--- src/rtl/lcd_fill_scheduler.sv ---
`default_nettype none
// ============================================================================
// Module   : lcd_fill_scheduler
// Brief    : Two-requester round-robin solid-fill sequencer emitting the
//            CASET / RASET / RAMWR byte stream for a 160x80 ST7735-class panel.
// Revision : 1.0 - initial release
// ============================================================================

module lcd_fill_scheduler #(
    parameter int X_OFS  = 1,
    parameter int Y_OFS  = 26,
    parameter int WIDTH  = 160,
    parameter int HEIGHT = 80
) (
    input  logic        clk,
    input  logic        rst_n,
    input  logic        init_done,
    input  logic [1:0]  req,
    input  logic [7:0]  r0_x0,
    input  logic [7:0]  r0_x1,
    input  logic [6:0]  r0_y0,
    input  logic [6:0]  r0_y1,
    input  logic [15:0] r0_color,
    input  logic [7:0]  r1_x0,
    input  logic [7:0]  r1_x1,
    input  logic [6:0]  r1_y0,
    input  logic [6:0]  r1_y1,
    input  logic [15:0] r1_color,
    output logic [1:0]  ack,
    output logic [1:0]  gnt,
    output logic [1:0]  done,
    output logic [1:0]  err,
    output logic        busy,
    output logic        tx_valid,
    input  logic        tx_ready,
    output logic [7:0]  tx_data,
    output logic        tx_dc,
    output logic        tx_last
);

    typedef enum logic [3:0] {
        S_IDLE   = 4'd0,
        S_CHECK  = 4'd1,
        S_CMD_CA = 4'd2,
        S_PAR_CA = 4'd3,
        S_CMD_RA = 4'd4,
        S_PAR_RA = 4'd5,
        S_CMD_WR = 4'd6,
        S_PIX    = 4'd7,
        S_FINISH = 4'd8
    } state_t;

    localparam logic [7:0]  C_CMD_CASET = 8'h2A;
    localparam logic [7:0]  C_CMD_RASET = 8'h2B;
    localparam logic [7:0]  C_CMD_RAMWR = 8'h2C;
    localparam logic [8:0]  C_WIDTH     = 9'(WIDTH);
    localparam logic [7:0]  C_HEIGHT    = 8'(HEIGHT);
    localparam logic [15:0] C_X_OFS     = 16'(X_OFS);
    localparam logic [15:0] C_Y_OFS     = 16'(Y_OFS);

    state_t      state_q, state_d;
    logic        rr_q, rr_d;
    logic        win_q, win_d;
    logic [7:0]  x0_q, x0_d, x1_q, x1_d;
    logic [6:0]  y0_q, y0_d, y1_q, y1_d;
    logic [15:0] color_q, color_d;
    logic [1:0]  idx_q, idx_d;
    logic [14:0] pix_cnt_q, pix_cnt_d;
    logic [1:0]  ack_q, ack_d, gnt_q, gnt_d, done_q, done_d, err_q, err_d;
    logic        tx_valid_q, tx_valid_d;
    logic [7:0]  tx_data_q, tx_data_d;
    logic        tx_dc_q, tx_dc_d;
    logic        tx_last_q, tx_last_d;

    logic        w_sel;
    logic        w_accept;
    logic        w_bad;
    logic [15:0] w_xs0, w_xs1, w_ys0, w_ys1;
    logic [8:0]  w_cols;
    logic [7:0]  w_rows;
    logic [13:0] w_area;
    logic [14:0] w_pix_bytes;
    logic [14:0] w_rem;

    function automatic logic [1:0] onehot(input logic w);
        return w ? 2'b10 : 2'b01;
    endfunction

    function automatic logic [7:0] par_byte(input logic [1:0] idx,
                                            input logic [15:0] s0,
                                            input logic [15:0] s1);
        case (idx)
            2'd0:    return s0[15:8];
            2'd1:    return s0[7:0];
            2'd2:    return s1[15:8];
            default: return s1[7:0];
        endcase
    endfunction

    // Both requesting: the round-robin pointer decides; otherwise the lone one wins.
    assign w_sel    = (req == 2'b11) ? rr_q : req[1];
    assign w_accept = tx_valid_q && tx_ready;

    assign w_bad = (x0_q > x1_q) || (y0_q > y1_q) ||
                   ({1'b0, x1_q} >= C_WIDTH) || ({1'b0, y1_q} >= C_HEIGHT);

    assign w_xs0 = {8'h00, x0_q} + C_X_OFS;
    assign w_xs1 = {8'h00, x1_q} + C_X_OFS;
    assign w_ys0 = {9'h000, y0_q} + C_Y_OFS;
    assign w_ys1 = {9'h000, y1_q} + C_Y_OFS;

    // Full screen is 12800 pixels, so the area fits 14 bits and bytes fit 15.
    assign w_cols      = {1'b0, x1_q} - {1'b0, x0_q} + 9'd1;
    assign w_rows      = {1'b0, y1_q} - {1'b0, y0_q} + 8'd1;
    assign w_area      = 14'(w_cols) * 14'(w_rows);
    assign w_pix_bytes = {w_area, 1'b0};
    assign w_rem       = pix_cnt_q - 15'd1;

    always_comb begin
        state_d    = state_q;
        rr_d       = rr_q;
        win_d      = win_q;
        x0_d       = x0_q;
        x1_d       = x1_q;
        y0_d       = y0_q;
        y1_d       = y1_q;
        color_d    = color_q;
        idx_d      = idx_q;
        pix_cnt_d  = pix_cnt_q;
        ack_d      = 2'b00;
        gnt_d      = gnt_q;
        done_d     = 2'b00;
        err_d      = 2'b00;
        tx_valid_d = tx_valid_q;
        tx_data_d  = tx_data_q;
        tx_dc_d    = tx_dc_q;
        tx_last_d  = tx_last_q;

        case (state_q)
            S_IDLE: begin
                gnt_d = 2'b00;
                if (init_done && (req != 2'b00)) begin
                    win_d   = w_sel;
                    x0_d    = w_sel ? r1_x0 : r0_x0;
                    x1_d    = w_sel ? r1_x1 : r0_x1;
                    y0_d    = w_sel ? r1_y0 : r0_y0;
                    y1_d    = w_sel ? r1_y1 : r0_y1;
                    color_d = w_sel ? r1_color : r0_color;
                    ack_d   = onehot(w_sel);
                    gnt_d   = onehot(w_sel);
                    rr_d    = ~w_sel;
                    state_d = S_CHECK;
                end
            end

            S_CHECK: begin
                if (w_bad) begin
                    err_d   = onehot(win_q);
                    state_d = S_IDLE;
                end else begin
                    tx_valid_d = 1'b1;
                    tx_data_d  = C_CMD_CASET;
                    tx_dc_d    = 1'b0;
                    tx_last_d  = 1'b0;
                    state_d    = S_CMD_CA;
                end
            end

            S_CMD_CA: begin
                if (w_accept) begin
                    idx_d     = 2'd0;
                    tx_data_d = par_byte(2'd0, w_xs0, w_xs1);
                    tx_dc_d   = 1'b1;
                    tx_last_d = 1'b0;
                    state_d   = S_PAR_CA;
                end
            end

            S_PAR_CA: begin
                if (w_accept) begin
                    if (idx_q == 2'd3) begin
                        tx_data_d = C_CMD_RASET;
                        tx_dc_d   = 1'b0;
                        tx_last_d = 1'b0;
                        state_d   = S_CMD_RA;
                    end else begin
                        idx_d     = idx_q + 2'd1;
                        tx_data_d = par_byte(idx_q + 2'd1, w_xs0, w_xs1);
                        tx_last_d = (idx_q == 2'd2);
                    end
                end
            end

            S_CMD_RA: begin
                if (w_accept) begin
                    idx_d     = 2'd0;
                    tx_data_d = par_byte(2'd0, w_ys0, w_ys1);
                    tx_dc_d   = 1'b1;
                    tx_last_d = 1'b0;
                    state_d   = S_PAR_RA;
                end
            end

            S_PAR_RA: begin
                if (w_accept) begin
                    if (idx_q == 2'd3) begin
                        tx_data_d = C_CMD_RAMWR;
                        tx_dc_d   = 1'b0;
                        tx_last_d = 1'b0;
                        state_d   = S_CMD_WR;
                    end else begin
                        idx_d     = idx_q + 2'd1;
                        tx_data_d = par_byte(idx_q + 2'd1, w_ys0, w_ys1);
                        tx_last_d = (idx_q == 2'd2);
                    end
                end
            end

            S_CMD_WR: begin
                if (w_accept) begin
                    pix_cnt_d = w_pix_bytes;
                    tx_data_d = color_q[15:8];
                    tx_dc_d   = 1'b1;
                    tx_last_d = 1'b0;
                    state_d   = S_PIX;
                end
            end

            // pix_cnt counts bytes still to send including the one on the bus;
            // the total is even, so an even remainder means the high byte.
            S_PIX: begin
                if (w_accept) begin
                    if (pix_cnt_q == 15'd1) begin
                        tx_valid_d = 1'b0;
                        tx_last_d  = 1'b0;
                        done_d     = onehot(win_q);
                        state_d    = S_FINISH;
                    end else begin
                        pix_cnt_d = w_rem;
                        tx_data_d = w_rem[0] ? color_q[7:0] : color_q[15:8];
                        tx_last_d = (w_rem == 15'd1);
                    end
                end
            end

            S_FINISH: begin
                gnt_d   = 2'b00;
                state_d = S_IDLE;
            end

            default: begin
                state_d = S_IDLE;
            end
        endcase
    end

    always_ff @(posedge clk or negedge rst_n) begin
        if (!rst_n) begin
            state_q    <= S_IDLE;
            rr_q       <= 1'b0;
            win_q      <= 1'b0;
            x0_q       <= 8'h00;
            x1_q       <= 8'h00;
            y0_q       <= 7'h00;
            y1_q       <= 7'h00;
            color_q    <= 16'h0000;
            idx_q      <= 2'd0;
            pix_cnt_q  <= 15'd0;
            ack_q      <= 2'b00;
            gnt_q      <= 2'b00;
            done_q     <= 2'b00;
            err_q      <= 2'b00;
            tx_valid_q <= 1'b0;
            tx_data_q  <= 8'h00;
            tx_dc_q    <= 1'b0;
            tx_last_q  <= 1'b0;
        end else begin
            state_q    <= state_d;
            rr_q       <= rr_d;
            win_q      <= win_d;
            x0_q       <= x0_d;
            x1_q       <= x1_d;
            y0_q       <= y0_d;
            y1_q       <= y1_d;
            color_q    <= color_d;
            idx_q      <= idx_d;
            pix_cnt_q  <= pix_cnt_d;
            ack_q      <= ack_d;
            gnt_q      <= gnt_d;
            done_q     <= done_d;
            err_q      <= err_d;
            tx_valid_q <= tx_valid_d;
            tx_data_q  <= tx_data_d;
            tx_dc_q    <= tx_dc_d;
            tx_last_q  <= tx_last_d;
        end
    end

    assign ack      = ack_q;
    assign gnt      = gnt_q;
    assign done     = done_q;
    assign err      = err_q;
    assign busy     = (state_q != S_IDLE);
    assign tx_valid = tx_valid_q;
    assign tx_data  = tx_data_q;
    assign tx_dc    = tx_dc_q;
    assign tx_last  = tx_last_q;

endmodule

`default_nettype wire

--- config.mk ---
export PLATFORM = sky130hd
export DESIGN_NAME = lcd_fill_scheduler
export DESIGN_NICKNAME = d
export VERILOG_FILES = /design/src/rtl/lcd_fill_scheduler.sv
export SDC_FILE = /design/constraint.sdc
export NUM_CORES = 1
export LEC_CHECK = 0
export ABC_AREA = 1
export BUFFER_PORTS_ARGS = -buffer_cell sky130_fd_sc_hd__buf_2
export CORE_MARGIN = 2
export CORE_UTILIZATION = 25
export CTS_BUF_LIST = sky130_fd_sc_hd__clkbuf_2
export CTS_CLUSTER_DIAMETER = 200
export CTS_CLUSTER_SIZE = 12
export DETAILED_ROUTE_END_ITERATION = 8
export GPL_ROUTABILITY_DRIVEN = 0
export GPL_TIMING_DRIVEN = 0
export PLACE_DENSITY = 0.45
export RECOVER_POWER = 50
export SLEW_MARGIN = 20
export SYNTH_ARGS = -nofsm -noshare
export SYNTH_HDL_FRONTEND = slang
export SYNTH_SLANG_ARGS = --single-unit
--- constraint.sdc ---
create_clock -name clk -period 5.98 [get_ports clk]
set_input_delay 1.196 -clock clk [delete_from_list [all_inputs] [get_ports clk]]
set_output_delay 1.196 -clock clk [all_outputs]
set_load 0.02 [all_outputs]
==> impl_metrics.ini, run 1 <==
[timing]
finalHoldViolations = 0
finalSetupViolCount = 0
grt_setup_unrepaired = false
layout_min_cycle_time_ns = 5.757
clock.fmax_ghz = 0.1737
fin_setup_tns_ns = 0
max-slew-margin-rel = -0.05671
fin_crit_sh = 0.9627
tightest_slew_ns = 1.585
maxSlewViolCount = 27
fin_skew_ns = 0.03060

[min_path]
holdCritStartpoint = win_q
worstHoldPathType = register to register

[yosys]
syn_avg_cell_area_sq_um = 7.454
yosys.area.top_type = dfrtp_1
synth_xor_area_frac = 0.02832
async_flop_share = 1.000
synth_seq_cells = 88
synth_top_family_by_area = simple AND/OR/NAND/NOR gates
ys_warn_count = 0
synth_common_cells = nand2_1, inv_1, nor2_1
syn-num-nets = 1345
yosysMostFrequentCell = nand2_1
synthSimpleGateAreaFrac = 0.2484
syn_inst = 1126
synth_top_area_share = 0.2624
muxShareOfSynthArea = 0
synth_compound_area_frac = 0.1327
synth_edf_count = 0
synth_area_sq_mm = 0.008393
dominantRegCellSynth = dfrtp_1
yosys.area_share.adder = 0.2179
synth_seq_area_share = 0.2624
ys_top_cells_by_area = dfrtp_1, nand2_1, ha_1
netlist-cell-type-count = 50

[grt]
antenna_found_initial = 1
grtUsageTotal = 0.1601
grt_max_degree = 63
grt_pass1_wl_um = 44440
gr-total-overflow = 0
grt_pass1_vias = 8201

[finish]
seqCellArea_sq_mm = 0.002207
layout-drive-gt1-share = 0.2037
n_fill_cell = 3673
areaGrowthSynthToFinish_pct = 21.06
finalNetCount = 1495
multi_input_area_sq_mm = 0.005569
fin_area_sq_mm = 0.01016

[clocking]
clkTransAtPathRegs_ns = 0.28
cts_tree = done
h-tree-depth = 3
clock_sinks = 88
insertion_delay_ns = 0.61
clockRootBuffer = clkbuf_2
cts_hold_buf = 0
clock_path_buffers = 2
cts_made_buffers = 9

[placement]
dp.final_hpwl_um = 22450
placed_area_sq_mm = 0.009573
port_buffers = 117

[floorplan]
start_util = 0.2522
die_y_um = 187.2
core_sq_mm = 0.03328
dieArea_sq_mm = 0.03505
rows = 67
dieWidth_um = 187.2
num_io_pins = 118

[drt]
drt-total-wl_um = 27300
drt_iter0_markers = 276
ant_nets = 0
dr.pass1.iters = 5
drcViolationCount = 0
post_drt_via_cell_ratio = 4.517
num_vias = 7815
wl_per_cell_um = 15.78

[setup_path]
endpoint = pix_cnt_q[12]
critPathArrivalTime_ns = 6.28
startpoint_type = register
cpMostUsedCell = inv_1
timing.rr.end = pix_cnt_q[12]
max_stage_delay_ns = 0.53
reg2reg_depth = 27
crit-reg2reg-launch = x1_q[1]
reg2reg_slack_ns = 0.22
path_class = register to register
end_kind = register
required_ns = 6.51
cp-startpoint = x1_q[1]
critPathMaxFanout = 6
crit_path_top_delay_cell = fa_1

[status]
violations = max-capacitance violations, max-slew violations
outcome = finished, violations left

[flow_run]
maxCapViolCount = 1
## stage by stage
stage	hold WS, ns	setup WS (ns)	utilization	cells
5_1_grt	0.5060	0.01296	0.3053	1730
3_5_place_dp	0.4497	-0.3601	0.2876	1692
3_3_place_gp	0.4410	-0.3496	0.2866	1691
6_report	0.4819	0.2228	0.3053	1730
4_1_cts	0.3016	0.002295	0.2944	1715
2_1_floorplan	0.4242	0.4373	-	1126
## routing by layer
metal | vias to the layer above | GRT usage | wire length [um]
met4 | 0 | 0.05952 | 892
met1 | 3690 | 0.2076 | 12690
met3 | 45 | 0.01857 | 737
li1 | 3922 | - | -
met5 | - | 0 | 0
met2 | 158 | 0.2735 | 12970
## logic make-up (layout without fill, tap and decap cells)
logic type / count (synthesis) / in the layout
xor gates and xnor gates: 25 / 25
DFF: 88 / 88
buffers and inverters: 225 / 380
and+or+nand+nor: 489 / 489
other: 0 / 1
AOI/OAI and AO/OA: 178 / 178
adders and majority gates: 121 / 121
## cell usage in the layout (no fill, tap or decap), drive strengths merged, types with 3 or more instances in the layout
master and instances:
a21o 3, a21oi 48, a221oi 5, a22oi 4, a31oi 8, buf 155, clkbuf 20, clkinv 3
dfrtp 88, fa 42, ha 79, inv 199, nand2 272, nand3 64, nand4 15, nor2 114
nor3 10, nor4 5, o211ai 37, o21ai 48, o22ai 4, o31ai 4, or2 6, xnor2 11
xor2 14
## cell type report
| class | instances | share of cell area |
|---|---|---|
| multi-input cells | 813 | 0.5481 |
| inverters | 199 | 0.07438 |
| well taps | 448 | 0.05517 |
| diodes | 1 | 0.0002463 |
| repair buffers | 139 | 0.07573 |
| clock inverters | 6 | 0.006649 |
| flip-flops and latches | 88 | 0.2172 |
| clock buffers | 10 | 0.004925 |
| plain buffers | 26 | 0.01761 |
## timing repair
item	in CTS	in global routing
gates resized for setup	14	63
endpoints found under the setup margin	5	6
pin swaps	1	17
buffers inserted	7	14
## registers in the layout, indices dropped and copies added (netlist names)
register and count:
state_q 4, x1_q 8, err 2, idx_q 2, pix_cnt_q 15, done 2, y0_q 7, rr_q 1
gnt 2, win_q 1, tx_data 8, tx_valid 1, x0_q 8, tx_dc 1, y1_q 7, ack 2
color_q 16, tx_last 1
## how the worst min path moves through the flow
| stage | endpoint | cells past startpoint | slack, ns |
|---|---|---|---|
| after floorplan | done[0] | 1 | 0.42 |
| after global placement | err[0] | 1 | 0.44 |
| after detailed placement | err[0] | 1 | 0.45 |
| after CTS | rr_q | 1 | 0.30 |
| after global routing | err[0] | 1 | 0.51 |
| final | err[0] | 1 | 0.48 |
## worst max-delay path: cells and delay by family (launching register included)
family	cells	cell delay (ns)
compound gates	5	0.67
xor+xnor	2	0.38
fa+ha+maj	8	3.20
buf+inv	8	0.58
flops	1	0.47
simple gates	4	0.38
Power of run 1 is left out: the tool's default activity adds up to more than one toggle a clock period on the data nets, which glitch-free logic cannot reach.
==> inputs of run 2 (changes only) <==
--- a/config.mk
+++ b/config.mk
@@ -8,14 +8,14 @@
 export ABC_AREA = 1
 export BUFFER_PORTS_ARGS = -buffer_cell sky130_fd_sc_hd__buf_2
 export CORE_MARGIN = 2
-export CORE_UTILIZATION = 25
+export CORE_UTILIZATION = 45
 export CTS_BUF_LIST = sky130_fd_sc_hd__clkbuf_2
 export CTS_CLUSTER_DIAMETER = 200
 export CTS_CLUSTER_SIZE = 12
 export DETAILED_ROUTE_END_ITERATION = 8
 export GPL_ROUTABILITY_DRIVEN = 0
 export GPL_TIMING_DRIVEN = 0
-export PLACE_DENSITY = 0.45
+export PLACE_DENSITY = 0.7
 export RECOVER_POWER = 50
 export SLEW_MARGIN = 20
 export SYNTH_ARGS = -nofsm -noshare
==> run 2 against run 1 <==
The run still ends with max-capacitance violations, max-slew violations left. Sequential share of layout area rose by 1.1 points. Cell area fell by 5.0%. Count of clock-buffer cells in the layout decreased by 1. Hold slack worse by 0.011 ns. Non-clock buffer count fell by 6.
==> impl_metrics.ini, run 2 (synthesized netlist as in run 1, its figures left out) <==
[status]
outcome = finished, violations left
violations = max-capacitance violations, max-slew violations

[finish]
final_cell_mix = nand2_1, inv_1, buf_2
n_fill_cell = 1790
finalNetCount = 1489
largest_reg_flops = 16
largestRegisters = color_q x16, pix_cnt_q x15
layout-drive-gt1-share = 0.1845
fin_area_sq_mm = 0.009657
layout_commonest_cell = nand2_1
areaGrowthSynthToFinish_pct = 15.06
regMostFlops = color_q

[placement]
port_buffers = 117
placed_area_sq_mm = 0.009299
place_ws_ns = -0.2039
dp.final_hpwl_um = 19140

[timing]
fin_crit_sh = 0.9557
maxSlewViolCount = 91
finalSetupViolCount = 0
fin_skew_ns = 0.04675
tightest_slew_ns = 2.839
fin_hold_ws_ns = 0.4709
setup_ws_ns = 0.2649
finalHoldViolations = 0
clock.fmax_ghz = 0.1750
max-slew-margin-rel = -0.8928
fin_setup_tns_ns = 0
layout_min_cycle_time_ns = 5.715

[setup_path]
crit_path_top_delay_cell = fa_1
max_stage_delay_ns = 0.55
reg2reg_depth = 27
end_kind = register
timing.rr.end = pix_cnt_q[12]
crit-reg2reg-launch = y0_q[5]
path_class = register to register
critPathArrivalTime_ns = 6.25
reg2reg_slack_ns = 0.26
crit_family = adder cells
critPathMaxFanout = 7
path_buf_inv = 6
required_ns = 6.52
startpoint_type = register

[drt]
post_drt_via_cell_ratio = 5.272
drt_iter0_markers = 612
drt-total-wl_um = 23690
ant_nets = 0
num_vias = 7929
drcViolationCount = 0
wl_per_cell_um = 15.75
dr.pass1.iters = 5

[grt]
met3_usage = 0.03668
grt_pass1_vias = 7770
grt_max_degree = 52
grtUsageTotal = 0.2428
gr-total-overflow = 0
grt_use_met1 = 0.3137
gr-usage-met2 = 0.4221
antenna_found_initial = 1
grt_pass1_wl_um = 38460
top_usage_layer = met2

[clocking]
clockRootBuffer = clkbuf_2
clock_path_buffers = 2
h-tree-depth = 3
clock_sinks = 88
cts_hold_buf = 0
insertion_delay_ns = 0.61
clkTransAtPathRegs_ns = 0.29
cts_made_buffers = 9
cts_tree = done

[floorplan]
die_y_um = 140.6
dieArea_sq_mm = 0.01976
num_io_pins = 118
rows = 49
dieWidth_um = 140.6
start_util = 0.4625
core_sq_mm = 0.01815

[min_path]
hold_path_end = err[0]
hold_depth = 1
holdCritStartpoint = win_q
worstHoldPathType = register to register

[flow_run]
maxCapViolCount = 2
-- run 2: what timing repair did --
| item | CTS | global route |
|---|---|---|
| gates resized for setup | 7 | 36 |
| endpoints found under the setup margin | 3 | 4 |
| pin swaps | 1 | 8 |
| setup buffers | 4 | 11 |
-- run 2: worst register-to-register path, stage by stage, from the launching register on --
cell      delay, ns
dfrtp_1        0.45
inv_2          0.08
ha_2           0.31
ha_4           0.32
a21o_1         0.19
nor2_1         0.07
nand2_1        0.09
nand3_1        0.07
nand2_1        0.10
inv_2          0.08
or2_2          0.30
fa_1           0.52
fa_1           0.55
inv_1          0.06
fa_1           0.53
inv_1          0.06
fa_1           0.52
inv_1          0.06
ha_4           0.26
nand2_1        0.10
o21ai_1        0.09
a21oi_1        0.12
inv_1          0.08
a31oi_1        0.19
xor2_1         0.20
nand2_1        0.10
o311ai_0       0.09
o21ai_1        0.11
-- run 2: worst max path at each step --
| stage | start | depth (start not counted) | slack, ns | to |
|---|---|---|---|---|
| 2_1_floorplan | y0_q[5] | 25 | 0.44 | pix_cnt_q[11] |
| 3_3_place_gp | x1_q[1] | 25 | -0.14 | pix_cnt_q[12] |
| 3_5_place_dp | x1_q[1] | 25 | -0.20 | pix_cnt_q[12] |
| 4_1_cts | y0_q[3] | 27 | 0.02 | pix_cnt_q[12] |
| 5_1_grt | y0_q[5] | 27 | -0.04 | pix_cnt_q[12] |
| 6_report | y0_q[5] | 27 | 0.26 | pix_cnt_q[12] |
-- run 2: area by class of cell --
cell class / count / area [sq um] / share of cell area
multi-input combinational: 813 / 5410 / 0.5602
sequential: 88 / 2206 / 0.2284
inverter: 199 / 747.0 / 0.07735
timing repair buffer: 133 / 713.2 / 0.07385
tap: 229 / 286.5 / 0.02967
buffer: 26 / 178.9 / 0.01853
clock inverter: 6 / 67.56 / 0.006997
clock buffer: 9 / 45.04 / 0.004664
antenna: 1 / 2.502 / 0.0002591
-- run 2: through the flow --
step | cells | utilization
finish | 1504 | 0.5321
global route | 1504 | 0.5321
CTS | 1492 | 0.5223
detailed placement | 1473 | 0.5124
global placement | 1472 | 0.5105
floorplan | 1126 | -
-- run 2: per-layer routing --
| layer | up-vias | part of all wire |
|---|---|---|
| li1 | 3924 | - |
| met1 | 3707 | 0.44 |
| met2 | 256 | 0.48 |
| met3 | 42 | 0.049 |
| met4 | 0 | 0.029 |
| met5 | - | 0 |
Power of run 2 is left out for the same reason.
